## src/rtl/ps2_kbd_pkg.sv

```systemverilog
// ps2_kbd_pkg: shared constants and types for the PS/2 scancode-set-2 key tracker.
//   - Protocol bytes (extended prefix, break prefix, BAT-complete).
//   - Keyboard response bytes that never form part of a scancode.
//   - FSM state encoding.
//   - Default {extended, code} values for the keys the game uses.
package ps2_kbd_pkg;

  localparam logic [7:0] PS2_EXT    = 8'hE0;
  localparam logic [7:0] PS2_BRK    = 8'hF0;
  localparam logic [7:0] PS2_BAT    = 8'hAA;

  // Host-command responses and error bytes: consumed silently in IDLE
  localparam logic [7:0] PS2_ACK    = 8'hFA;
  localparam logic [7:0] PS2_ECHO   = 8'hEE;
  localparam logic [7:0] PS2_RESEND = 8'hFE;
  localparam logic [7:0] PS2_ERR_LO = 8'h00;
  localparam logic [7:0] PS2_ERR_HI = 8'hFF;

  localparam logic [8:0] KC_ENTER   = 9'h05A;
  localparam logic [8:0] KC_LEFT    = 9'h16B;
  localparam logic [8:0] KC_RIGHT   = 9'h174;

  typedef enum logic [1:0] {
    ST_IDLE,
    ST_GOT_E0,
    ST_GOT_F0,
    ST_GOT_E0F0
  } ps2_state_t;

  function automatic logic is_ignored(input logic [7:0] b);
    return (b == PS2_ACK)    || (b == PS2_ECHO)   || (b == PS2_RESEND) ||
           (b == PS2_ERR_LO) || (b == PS2_ERR_HI);
  endfunction

endpackage

```

## src/rtl/ps2_key_match.sv

```systemverilog
// ps2_key_match: combinational compare of one {extended, code} value against
// a packed table of NUM_KEYS entries.
//   code  in   9         {extended, scancode} under test
//   hit   out  NUM_KEYS  bit i set when table slice i equals code; several bits
//                        may be set when the table holds duplicates
module ps2_key_match
  import ps2_kbd_pkg::*;
#(
  parameter int                      NUM_KEYS  = 3,
  parameter logic [NUM_KEYS*9-1:0]   KEY_CODES = {KC_RIGHT, KC_LEFT, KC_ENTER}
) (
  input  logic [8:0]          code,
  output logic [NUM_KEYS-1:0] hit
);

  always_comb begin
    hit = '0;
    for (int i = 0; i < NUM_KEYS; i++) begin
      hit[i] = (KEY_CODES[i*9 +: 9] == code);
    end
  end

endmodule

```

## src/rtl/ps2_key_tracker.sv

```systemverilog
// ps2_key_tracker: turns the PS2_Controller byte stream into per-key state.
//   CLOCK_50       in   1         system clock
//   resetn         in   1         asynchronous active-low reset
//   rx_data        in   8         received byte
//   rx_valid       in   1         one-cycle strobe qualifying rx_data
//   clear          in   1         synchronous soft clear (wins over rx_valid)
//   key_held       out  NUM_KEYS  level per tracked key
//   key_press      out  NUM_KEYS  one-cycle pulse on up->down
//   key_release    out  NUM_KEYS  one-cycle pulse on down->up
//   last_code      out  9         {extended, code} of the latest make/break
//   last_is_break  out  1         latest event was a break
//   event_valid    out  1         one-cycle pulse per completed make/break
//   proto_error    out  1         one-cycle pulse on bad sequence or prefix timeout
//
// state        | meaning
// -------------+-----------------------------------------------
// ST_IDLE      | between scancodes, next byte starts a sequence
// ST_GOT_E0    | extended prefix seen
// ST_GOT_F0    | break prefix seen
// ST_GOT_E0F0  | extended break prefix seen
module ps2_key_tracker
  import ps2_kbd_pkg::*;
#(
  parameter int                      NUM_KEYS       = 3,
  parameter logic [NUM_KEYS*9-1:0]   KEY_CODES      = {KC_RIGHT, KC_LEFT, KC_ENTER},
  parameter int                      TIMEOUT_CYCLES = 100000
) (
  input  logic                CLOCK_50,
  input  logic                resetn,
  input  logic [7:0]          rx_data,
  input  logic                rx_valid,
  input  logic                clear,
  output logic [NUM_KEYS-1:0] key_held,
  output logic [NUM_KEYS-1:0] key_press,
  output logic [NUM_KEYS-1:0] key_release,
  output logic [8:0]          last_code,
  output logic                last_is_break,
  output logic                event_valid,
  output logic                proto_error
);

  localparam int               CNT_W   = $clog2(TIMEOUT_CYCLES + 1);
  localparam logic [CNT_W-1:0] TO_LAST = CNT_W'(TIMEOUT_CYCLES - 1);

  ps2_state_t          state;
  logic [CNT_W-1:0]    to_cnt;
  logic [8:0]          evt_code;
  logic [NUM_KEYS-1:0] hit;

  // The extended bit comes from the prefix already seen, so the table lookup
  // can run on the byte as it arrives.
  assign evt_code = {(state == ST_GOT_E0) || (state == ST_GOT_E0F0), rx_data};

  ps2_key_match #(
    .NUM_KEYS  (NUM_KEYS),
    .KEY_CODES (KEY_CODES)
  ) u_match (
    .code (evt_code),
    .hit  (hit)
  );

  always_ff @(posedge CLOCK_50 or negedge resetn) begin
    if (!resetn) begin
      state         <= ST_IDLE;
      to_cnt        <= '0;
      key_held      <= '0;
      key_press     <= '0;
      key_release   <= '0;
      last_code     <= '0;
      last_is_break <= 1'b0;
      event_valid   <= 1'b0;
      proto_error   <= 1'b0;
    end else begin
      key_press   <= '0;
      key_release <= '0;
      event_valid <= 1'b0;
      proto_error <= 1'b0;

      if (clear) begin
        state         <= ST_IDLE;
        to_cnt        <= '0;
        key_held      <= '0;
        last_code     <= '0;
        last_is_break <= 1'b0;
      end else if (rx_valid) begin
        to_cnt <= '0;
        case (state)
          ST_IDLE: begin
            if (rx_data == PS2_EXT) begin
              state <= ST_GOT_E0;
            end else if (rx_data == PS2_BRK) begin
              state <= ST_GOT_F0;
            end else if (rx_data == PS2_BAT) begin
              // Keyboard self-test: everything it reported down is now up
              key_release <= key_held;
              key_held    <= '0;
            end else if (!is_ignored(rx_data)) begin
              key_press     <= hit & ~key_held;
              key_held      <= key_held | hit;
              last_code     <= evt_code;
              last_is_break <= 1'b0;
              event_valid   <= 1'b1;
            end
          end
          ST_GOT_E0: begin
            if (rx_data == PS2_BRK) begin
              state <= ST_GOT_E0F0;
            end else if (rx_data != PS2_EXT) begin
              key_press     <= hit & ~key_held;
              key_held      <= key_held | hit;
              last_code     <= evt_code;
              last_is_break <= 1'b0;
              event_valid   <= 1'b1;
              state         <= ST_IDLE;
            end
          end
          ST_GOT_F0, ST_GOT_E0F0: begin
            if ((rx_data == PS2_EXT) || (rx_data == PS2_BRK)) begin
              proto_error <= 1'b1;
            end else begin
              key_release   <= hit & key_held;
              key_held      <= key_held & ~hit;
              last_code     <= evt_code;
              last_is_break <= 1'b1;
              event_valid   <= 1'b1;
            end
            state <= ST_IDLE;
          end
          default: state <= ST_IDLE;
        endcase
      end else if (state != ST_IDLE) begin
        // A prefix with no follow-up byte: abandon it, keep key state
        if (to_cnt == TO_LAST) begin
          state       <= ST_IDLE;
          to_cnt      <= '0;
          proto_error <= 1'b1;
        end else begin
          to_cnt <= to_cnt + 1'b1;
        end
      end
    end
  end

endmodule

```

## config.mk

```make
export PLATFORM = sky130hd
export DESIGN_NAME = ps2_key_tracker
export DESIGN_NICKNAME = d
export VERILOG_FILES = /design/src/rtl/ps2_kbd_pkg.sv /design/src/rtl/ps2_key_match.sv /design/src/rtl/ps2_key_tracker.sv
export SDC_FILE = /design/constraint.sdc
export NUM_CORES = 1
export LEC_CHECK = 0
export BUFFER_PORTS_ARGS = -buffer_cell sky130_fd_sc_hd__buf_2
export CORE_MARGIN = 2
export CORE_UTILIZATION = 28
export DETAILED_ROUTE_END_ITERATION = 7
export PLACE_DENSITY = 0.48
export SETUP_SLACK_MARGIN = 0.3
export SYNTH_ARGS = -nofsm -noshare
export SYNTH_HDL_FRONTEND = slang
export SYNTH_SLANG_ARGS = --single-unit
export TNS_END_PERCENT = 1
```

## constraint.sdc

```tcl
create_clock -name CLOCK_50 -period 2.05 [get_ports CLOCK_50]
set_clock_uncertainty 0.1 [all_clocks]
set_input_delay 0.205 -clock CLOCK_50 [delete_from_list [all_inputs] [get_ports CLOCK_50]]
set_output_delay 0.205 -clock CLOCK_50 [all_outputs]
set_load 0.005 [all_outputs]
```

==> results.py, run 1 <==
metrics = {
    "outcome": {
        "status": "completed",
    },
    "logic_synthesis": {
        "synth_top_area_cell": "dfrtp_1",
        "netlist_area_sq_mm": 0.00213,
        "synth_fp_nets": 231,
        "synth_area_leaders": "dfrtp_1 (47%), a22o_1 (4.5%), nand3_1 (4.2%)",
        "synth.distinct_cells": 48,
        "yosysWarnings": 0,
        "synth_top_cell_area_share": 0.470,
        "ys_ff_latch": 40,
        "yosysSeqAreaShare": 0.470,
        "synth_edf_count": 0,
        "syn_area_per_cell_sq_um": 9.77,
        "synthCells": 218,
        "async_flop_share": 1.00,
        "ys.flop_type": "dfrtp_1",
    },
    "setup_path": {
        "r2r_setup_slack_ns": 0.15,
        "cp-start-kind": "flip-flop",
        "timing.rr.start": "state[0]",
        "endpoint_kind": "flip-flop",
        "crit_fanout": 6,
        "required_ns": 2.15,
        "r2r_cells": 5,
        "critPathKind": "reg -> reg",
        "worstPathArrival_ns": 1.99,
        "worstReg2RegEnd": "key_held[0]",
    },
    "power": {
        "p_per_area_mw_per_mm2": 618,
        "static-leakage-power_uw": 0.00116,
        "ir_drop_uv": 313,
    },
    "cts": {
        "clk_pin_slew_ns": 0.08,
        "clock-sinks": 40,
        "htreeDepth": 2,
        "clk_latency_ns": 0.30,
        "root_buffer": "clkbuf_8",
        "cts.path.max_buffers": 2,
        "cts_tree": "done",
        "cts_buffers": 5,
        "cts_setup_buffers": 0,
    },
    "global_route": {
        "grt_usage": 0.134,
        "grt_pass1_vias": 1760,
        "grt_overflow": 0,
        "grt_max_degree": 41,
        "grt_pass1_wl_um": 8940,
        "antenna_found_initial": 0,
    },
    "routing": {
        "drt_iter0_drc": 147,
        "post_drt_wl_per_cell_um": 14.6,
        "postRouteAntennaNets": 0,
        "drtPass1Iterations": 6,
        "vias": 1807,
        "via_per_inst": 5.01,
        "drt-total-wl_um": 5280,
        "drc_errors": 0,
    },
    "die": {
        "die_y_um": 91.2,
        "rows": 31,
        "dieArea_sq_mm": 0.00832,
        "boundaryPins": 33,
        "core_area_sq_mm": 0.00729,
        "start_util": 0.292,
        "dieWidth_um": 91.2,
    },
    "timing": {
        "worst_slack_ns": 0.152,
        "finalCritPeriodShare": 0.926,
        "setup_tns_ns": 0,
        "setup_viol": 0,
        "rsz0062_at_grt": "yes",
        "fmax_ghz": 0.527,
        "slew_violations": 0,
        "hold_slack_ns": 0.102,
        "hold_violations": 0,
        "slew_headroom": 0.653,
        "period_minus_slack_ns": 1.90,
        "tightest_slew_ns": 0.520,
    },
    "min_path": {
        "hold_depth": 3,
        "hold_class": "in -> reg",
        "hold_path_end": "state[1]",
        "min_from": "rx_data[4]",
    },
    "run": {
        "maxCapViolations": 0,
    },
    "placement": {
        "place_congestion": 0.858,
        "place_ws_ns": 0.106,
        "portBuffers": 32,
        "dp_hpwl_um": 3790,
    },
    "final_layout": {
        "area_delta_synth_final_pct": 21.4,
        "n_antenna_cell": 0,
        "nNetsFinal": 274,
        "drive_gt1_frac": 0.248,
    },
}
## metrics by stage
| step | total power [uW] | utilization | cells | instance area (sq um) |
|---|---|---|---|---|
| 2_1_floorplan | 881 | - | 218 | 2130 |
| 3_3_place_gp | 952 | 0.336 | 352 | 2450 |
| 3_5_place_dp | 949 | 0.336 | 352 | 2450 |
| 4_1_cts | 1630 | 0.354 | 361 | 2580 |
| 5_1_grt | 1670 | 0.355 | 361 | 2590 |
| 6_report | 1600 | 0.355 | 361 | 2590 |
## metal layers
| layer | wire, um | track usage | vias up | part of all wire |
|---|---|---|---|---|
| met5 | 0 | 0 | - | 0 |
| met4 | 76 | 0.0480 | 0 | 0.014 |
| met3 | 201 | 0.0266 | 7 | 0.038 |
| met2 | 2310 | 0.199 | 47 | 0.44 |
| met1 | 2700 | 0.193 | 876 | 0.51 |
| li1 | - | - | 877 | - |
## cell type report
cell class	count	area, sq um
clock buffer	5	68.8
clock inverter	3	42.5
fill	798	4700
inverter	6	22.5
multi-input combinational	164	1070
sequential	40	1000
tap	99	124
timing repair buffer	44	253
## power by group
group          switching (uW)  internal, uW
Combinational            83.0          46.4
Sequential               5.45           799
Clock                     305           361
Total                     393          1210
## worst max-delay path: stages, from the launching register on
cell	delay (ns)
dfrtp_1	0.38
or4_1	0.47
or4_4	0.47
nand2_1	0.09
nand3_1	0.07
a31o_1	0.23
## flip-flops by register name, indices dropped and copies added, names as in the netlist
register / cells
event_valid: 1
to_cnt: 17
state: 2
key_held: 3
last_is_break: 1
proto_error: 1
last_code: 9
key_press: 3
key_release: 3
## cells by family (layout without fill, tap and decap cells)
| kind of cell | after synthesis | count (layout) | share of synthesized area |
|---|---|---|---|
| flip-flops | 40 | 40 | 0.470 |
| XOR/XNOR | 13 | 13 | 0.0534 |
| buffers and inverters | 14 | 58 | 0.0311 |
| AO/OA/AOI/OAI | 40 | 40 | 0.143 |
| AND/OR/NAND/NOR | 109 | 109 | 0.292 |
| adder cells (fa/ha/maj) | 1 | 1 | 0.00587 |
| multiplexers | 1 | 1 | 0.00528 |
## layout by cell type (no fill, tap or decap), types with 2 or more instances in the layout
| cell | count |
|---|---|
| xor2_1 | 7 |
| nor2_1 | 21 |
| dfrtp_1 | 39 |
| clkbuf_8 | 5 |
| o31ai_2 | 2 |
| nand4_1 | 2 |
| buf_2 | 32 |
| a21oi_1 | 7 |
| nor2b_1 | 2 |
| nand2b_1 | 2 |
| o21ai_0 | 3 |
| buf_4 | 11 |
| and3_1 | 8 |
| and2_1 | 3 |
| nand3_1 | 18 |
| nor3_1 | 9 |
| nand3b_1 | 2 |
| nor3b_1 | 3 |
| or3_1 | 2 |
| a22o_1 | 11 |
| xnor2_1 | 6 |
| nand2_1 | 16 |
| nor4_1 | 6 |
| o21ai_1 | 8 |
| or4_1 | 2 |
| inv_1 | 6 |
## cells in the mapped netlist (2+ instances only)
library cell  number
nor2_1            21
o21ai_0            3
nor2b_1            2
nor3_1            10
and3_1             8
buf_2              5
nor4b_1            2
nand2b_1           2
clkbuf_1           2
or4_1              2
nor3b_1            3
or3_1              2
o31ai_2            2
xnor2_1            6
o21ai_1            8
and2_1             3
nand3b_1           2
xor2_1             7
nand3_1           18
inv_1              6
nand4_1            2
a21oi_1            7
nand2_1           16
a22o_1            11
nor4_1             6
dfrtp_1           40
## timing repair
action	CTS	global route
gates resized for setup	1	2
setup endpoints to repair	21	23
hold buffers	1	0
hold endpoints to repair	40	0
## worst max path at each step
stage                    start      endpoint  slack [ns]  cells after the start
global placement    rx_data[4]  last_code[2]        0.10                      6
finish                state[0]   key_held[0]        0.15                      5
global route          state[0]   key_held[0]        0.09                      5
floorplan             state[1]   key_held[0]        0.24                      5
detailed placement  rx_data[4]   key_held[0]        0.11                      6
CTS                   state[0]   key_held[0]        0.15                      5
(Power assumes the default switching activity.)
==> run 2, diff against run 1 <==
--- a/config.mk
+++ b/config.mk
@@ -9,7 +9,7 @@
 export CORE_MARGIN = 2
 export CORE_UTILIZATION = 28
 export DETAILED_ROUTE_END_ITERATION = 7
-export PLACE_DENSITY = 0.48
+export PLACE_DENSITY = 0.53
 export SETUP_SLACK_MARGIN = 0.3
 export SYNTH_ARGS = -nofsm -noshare
 export SYNTH_HDL_FRONTEND = slang
==> run 2 against run 1 <==
  * Power is 0.83% lower
  * Largest power group unchanged
  * Utilization rose by 0.27 points
  * Setup slack worse by 0.056 ns
  * Sequential power about the same
  * Global-route usage is 0.79 points lower
  * Count of clock-buffer cells in the layout up 1
  * Final cell count decreased by 0.28%
  * Routed wire length down 6.4%
==> results.py, run 2 (synthesis gave the netlist of run 1 again) <==
metrics = {
    "min_path": {
        "min_from": "rx_data[4]",
        "hold_class": "in -> reg",
    },
    "timing": {
        "finalCritPeriodShare": 0.953,
        "slew_violations": 0,
        "hold_slack_ns": 0.114,
        "hold_violations": 0,
        "period_minus_slack_ns": 1.95,
        "rsz0062_at_grt": "yes",
        "tightest_slew_ns": 0.474,
        "setup_viol": 0,
        "fmax_ghz": 0.512,
        "setup_tns_ns": 0,
        "slew_headroom": 0.681,
    },
    "final_layout": {
        "nNetsFinal": 273,
        "stdcell_count": 360,
        "n_antenna_cell": 0,
        "final_common_cell": "dfrtp_1",
        "largest_reg_flops": 17,
        "top_regs": "to_cnt x17, last_code x9",
        "fin_util": 0.358,
        "final_cell_mix": "dfrtp_1 (40), buf_2 (32), nor2_1 (21)",
        "area_delta_synth_final_pct": 22.4,
        "drive_gt1_frac": 0.261,
        "largest_register": "to_cnt",
    },
    "die": {
        "start_util": 0.292,
        "core_area_sq_mm": 0.00729,
        "rows": 31,
        "boundaryPins": 33,
        "die_y_um": 91.2,
        "dieWidth_um": 91.2,
        "dieArea_sq_mm": 0.00832,
    },
    "routing": {
        "drc_errors": 0,
        "drt_iter0_drc": 60,
        "drtPass1Iterations": 4,
        "postRouteAntennaNets": 0,
        "via_per_inst": 4.82,
        "drt-total-wl_um": 4950,
        "post_drt_wl_per_cell_um": 13.7,
        "vias": 1734,
    },
    "power": {
        "p_comb_frac": 0.082,
        "swShare": 0.237,
        "total_power_uw": 1590,
        "ir_drop_uv": 206,
        "clkPwrFrac": 0.411,
        "p_sw_uw": 376,
        "p_int_uw": 1210,
        "pwr-share-seq": 0.507,
        "static-leakage-power_uw": 0.00117,
        "p_per_area_mw_per_mm2": 608,
    },
    "placement": {
        "portBuffers": 32,
        "dp.cells": 350,
        "place_congestion": 0.815,
        "dp_hpwl_um": 3670,
    },
    "outcome": {
        "status": "completed",
    },
    "run": {
        "maxCapViolations": 0,
    },
    "cts": {
        "clock-sinks": 40,
        "root_buffer": "clkbuf_8",
        "htreeDepth": 2,
        "cts_buffers": 5,
        "clk_pin_slew_ns": 0.08,
        "cts.path.max_buffers": 2,
        "clk_latency_ns": 0.29,
        "cts_tree": "done",
    },
    "global_route": {
        "grt_usage": 0.126,
        "grt_pass1_vias": 1718,
        "grt_pass1_wl_um": 8540,
        "grt_max_degree": 22,
        "grt_overflow": 0,
        "antenna_found_initial": 0,
    },
    "setup_path": {
        "critPathKind": "reg -> reg",
        "timing.rr.start": "state[1]",
        "crit_fanout": 6,
        "critPathLaunch": "state[1]",
        "required_ns": 2.13,
        "worstPathArrival_ns": 2.03,
        "cp-start-kind": "flip-flop",
        "endpoint_kind": "flip-flop",
    },
}
-- run 2: cell count changes in the layout (fill, tap and decap cells not counted), moves of 2 or more --
cell	change
and2_1	-2
and2_4	+2
o21ai_2	+2
o21ai_1	-2
buf_4	-2
-- run 2: timing repair --
action,4_1_cts,5_1_grt
setup buffers,0,1
cloned,0,0
pin swaps,0,7
endpoints found under the setup margin,16,34
resized for setup,0,8
endpoints found under the hold margin,20,0
hold buffers,1,0
-- run 2: layer usage --
layer,vias up,GRT usage,wire length [um]
li1,870,-,-
met1,829,0.187,2620
met2,30,0.182,2110
met3,5,0.0282,146
met4,0,0.0379,69
met5,-,0,0
-- run 2: area by class of cell --
class / count / area (sq um)
Inverter: 6 / 22.5
Tap cell: 99 / 124
Clock buffer: 6 / 72.6
Timing Repair Buffer: 43 / 258
Sequential cell: 40 / 1000
Clock inverter: 2 / 35.0
Multi-Input combinational cell: 164 / 1090
Fill cell: 791 / 4680
-- run 2: critical path, stage by stage (launching register included) --
cell and delay (ns):
dfrtp_1 0.38, or4_1 0.47, or4_4 0.54, and2_4 0.17, o21ai_2 0.12, a21oi_1 0.07
-- run 2: final timing paths --
path                       cells past startpoint      endpoint  slack [ns]
max                                            5   key_held[2]         0.1
min                                            3      state[1]        0.11
max reg2reg                                    5   key_held[2]         0.1
min reg2reg                                    1  key_press[0]        0.39
max in group asynchronous                      3   key_held[0]        1.08
min in group asynchronous                      2   event_valid        0.30
-- run 2: power by group through the flow --
stage / sequential [uW] / combinational, uW / clock [uW]
final: 804 / 130 / 651
after global routing: 806 / 146 / 702
after CTS: 805 / 131 / 670
after detailed placement: 820 / 129 / 0
after global placement: 820 / 130 / 0
after floorplan: 821 / 60.2 / 0
-- run 2: stage by stage --
stage | setup slack (ns) | area, sq um
final | 0.0965 | 2610
after detailed placement | 0.0930 | 2450
after global placement | 0.114 | 2450
after CTS | 0.123 | 2570
after floorplan | 0.235 | 2130
after global routing | 0.0380 | 2610
==> run 3, diff against run 2 <==
--- a/config.mk
+++ b/config.mk
@@ -7,9 +7,9 @@
 export LEC_CHECK = 0
 export BUFFER_PORTS_ARGS = -buffer_cell sky130_fd_sc_hd__buf_2
 export CORE_MARGIN = 2
-export CORE_UTILIZATION = 28
+export CORE_UTILIZATION = 41
 export DETAILED_ROUTE_END_ITERATION = 7
-export PLACE_DENSITY = 0.53
+export PLACE_DENSITY = 0.61
 export SETUP_SLACK_MARGIN = 0.3
 export SYNTH_ARGS = -nofsm -noshare
 export SYNTH_HDL_FRONTEND = slang
==> run 3 against run 2 <==
  * Via count up 1.4%
  * Fmax grew 2.3%
  * Highest routed layer unchanged
  * Routed wire length decreased by 4.5%
  * Worst hold slack got worse by 0.0076 ns
  * First-iteration DRC count is 28% higher
  * Register-to-register slack improved by 0.04 ns
  * Final cell count fell by 8.6%
  * Clock power is 13% lower
  * Critical path depth unchanged
  * Count of clock-buffer cells in the layout up 1
  * Setup slack gained 0.045 ns
  * Sequential share of layout area rose by 1.3 points
==> results.py, run 3 (synthesis gave the netlist of run 1 again) <==
metrics = {
    "cts": {
        "root_buffer": "clkbuf_8",
        "cts_buffers": 5,
        "clk_latency_ns": 0.29,
        "cts_tree": "done",
        "clock-sinks": 40,
        "clk_pin_slew_ns": 0.07,
        "htreeDepth": 2,
        "cts.path.max_buffers": 2,
    },
    "routing": {
        "via_per_inst": 5.35,
        "drt_iter0_drc": 77,
        "drt-total-wl_um": 4720,
        "postRouteAntennaNets": 0,
        "drtPass1Iterations": 4,
        "drc_errors": 0,
        "vias": 1759,
        "post_drt_wl_per_cell_um": 14.4,
    },
    "placement": {
        "dp_hpwl_um": 3380,
        "portBuffers": 32,
        "place_congestion": 0.813,
    },
    "timing": {
        "rsz0062_at_grt": "yes",
        "fmax_ghz": 0.524,
        "setup_viol": 0,
        "period_minus_slack_ns": 1.91,
        "slew_violations": 0,
        "tightest_slew_ns": 0.503,
        "setup_tns_ns": 0,
        "finalCritPeriodShare": 0.931,
        "hold_slack_ns": 0.106,
        "hold_violations": 0,
        "slew_headroom": 0.664,
    },
    "setup_path": {
        "critPathKind": "reg -> reg",
        "cp-start-kind": "flip-flop",
        "crit_fanout": 6,
        "r2r_cells": 5,
        "worstPathArrival_ns": 1.98,
        "endpoint_kind": "flip-flop",
        "required_ns": 2.12,
    },
    "power": {
        "p_per_area_mw_per_mm2": 593,
        "pwr-share-seq": 0.538,
        "p_comb_frac": 0.084,
        "swShare": 0.234,
        "ir_drop_uv": 302,
        "clkPwrFrac": 0.378,
        "static-leakage-power_uw": 0.00115,
        "p_sw_uw": 350,
        "p_int_uw": 1140,
    },
    "outcome": {
        "status": "completed",
    },
    "die": {
        "die_y_um": 76.1,
        "rows": 26,
        "start_util": 0.420,
        "dieArea_sq_mm": 0.00579,
        "dieWidth_um": 76.1,
        "core_area_sq_mm": 0.00507,
        "boundaryPins": 33,
    },
    "final_layout": {
        "drive_gt1_frac": 0.236,
        "fillers": 496,
        "final_cell_mix": "dfrtp_1 (40), buf_2 (32), nor2_1 (21)",
        "largest_reg_flops": 17,
        "top_regs": "to_cnt x17, last_code x9",
        "final_common_cell": "dfrtp_1",
        "nNetsFinal": 272,
        "area_delta_synth_final_pct": 18.3,
        "n_antenna_cell": 0,
        "largest_register": "to_cnt",
    },
    "min_path": {
        "hold_depth": 3,
        "hold_class": "in -> reg",
    },
    "global_route": {
        "grt_max_degree": 41,
        "grt_usage": 0.174,
        "grt_pass1_vias": 1708,
        "antenna_found_initial": 0,
        "grt_pass1_wl_um": 8180,
        "grt_overflow": 0,
    },
    "run": {
        "maxCapViolations": 0,
    },
}
==> run 3: changes by cell type in the layout (fill, tap and decap cells not counted), sizes merged <==
cell | before | now
buf | 42 | 41
clkbuf | 6 | 7
clkinv | 1 | 0
bufinv | 1 | 0
==> run 3: stage by stage <==
step | std cells | power, uW | util | area (sq um) | worst slack (ns)
2_1_floorplan | 218 | 881 | - | 2130 | 0.235
3_3_place_gp | 321 | 943 | 0.473 | 2400 | 0.130
3_5_place_dp | 321 | 944 | 0.473 | 2400 | 0.0994
4_1_cts | 329 | 1510 | 0.494 | 2510 | 0.146
5_1_grt | 329 | 1560 | 0.497 | 2520 | 0.0697
6_report | 329 | 1490 | 0.497 | 2520 | 0.141
==> run 3: final timing paths <==
kind / start / endpoint / slack (ns)
worst max-delay path: state[0] / key_held[1] / 0.14
worst min-delay path: rx_data[4] / state[1] / 0.11
worst max register to register: state[0] / key_held[1] / 0.14
worst min register to register: key_held[1] / key_press[1] / 0.40
max in group asynchronous: resetn / to_cnt[8] / 1.09
min in group asynchronous: resetn / event_valid / 0.41
==> run 3: final cells by class <==
cell class	count	area, sq um	area share
multi-input cells	164	1070	0.427
flip-flops and latches	40	1000	0.397
repair buffers	42	238	0.0943
clock buffers	7	96.3	0.0382
well taps	70	87.6	0.0348
inverters	6	22.5	0.00894
==> run 3: critical path, stage by stage, from the launching register on <==
cell	delay, ns
dfrtp_1	0.39
or4_1	0.46
or4_4	0.46
and2_1	0.18
o21ai_1	0.12
a21oi_1	0.08
==> run 3: timing repair <==
| action | in CTS | in global routing |
|---|---|---|
| buffers inserted | 0 | 0 |
| hold buffers | 1 | 0 |
| gates cloned | 0 | 0 |
| hold endpoints to repair | 40 | 0 |
| setup endpoints to repair | 17 | 28 |
| gates resized for setup | 0 | 2 |
==> run 3: metal layers <==
layer	track usage	share of wire	vias to the layer above
met4	0.0600	0.016	0
met2	0.258	0.44	29
met3	0.0308	0.033	7
met5	0	0	-
li1	-	-	869
met1	0.256	0.51	854
==> run 3: power by group through the flow <==
stage	Clock, uW	Combinational [uW]	Sequential, uW
after floorplan	0	60.2	821
after global placement	0	123	820
after detailed placement	0	125	819
after CTS	582	127	804
after global routing	613	140	806
final	565	125	804
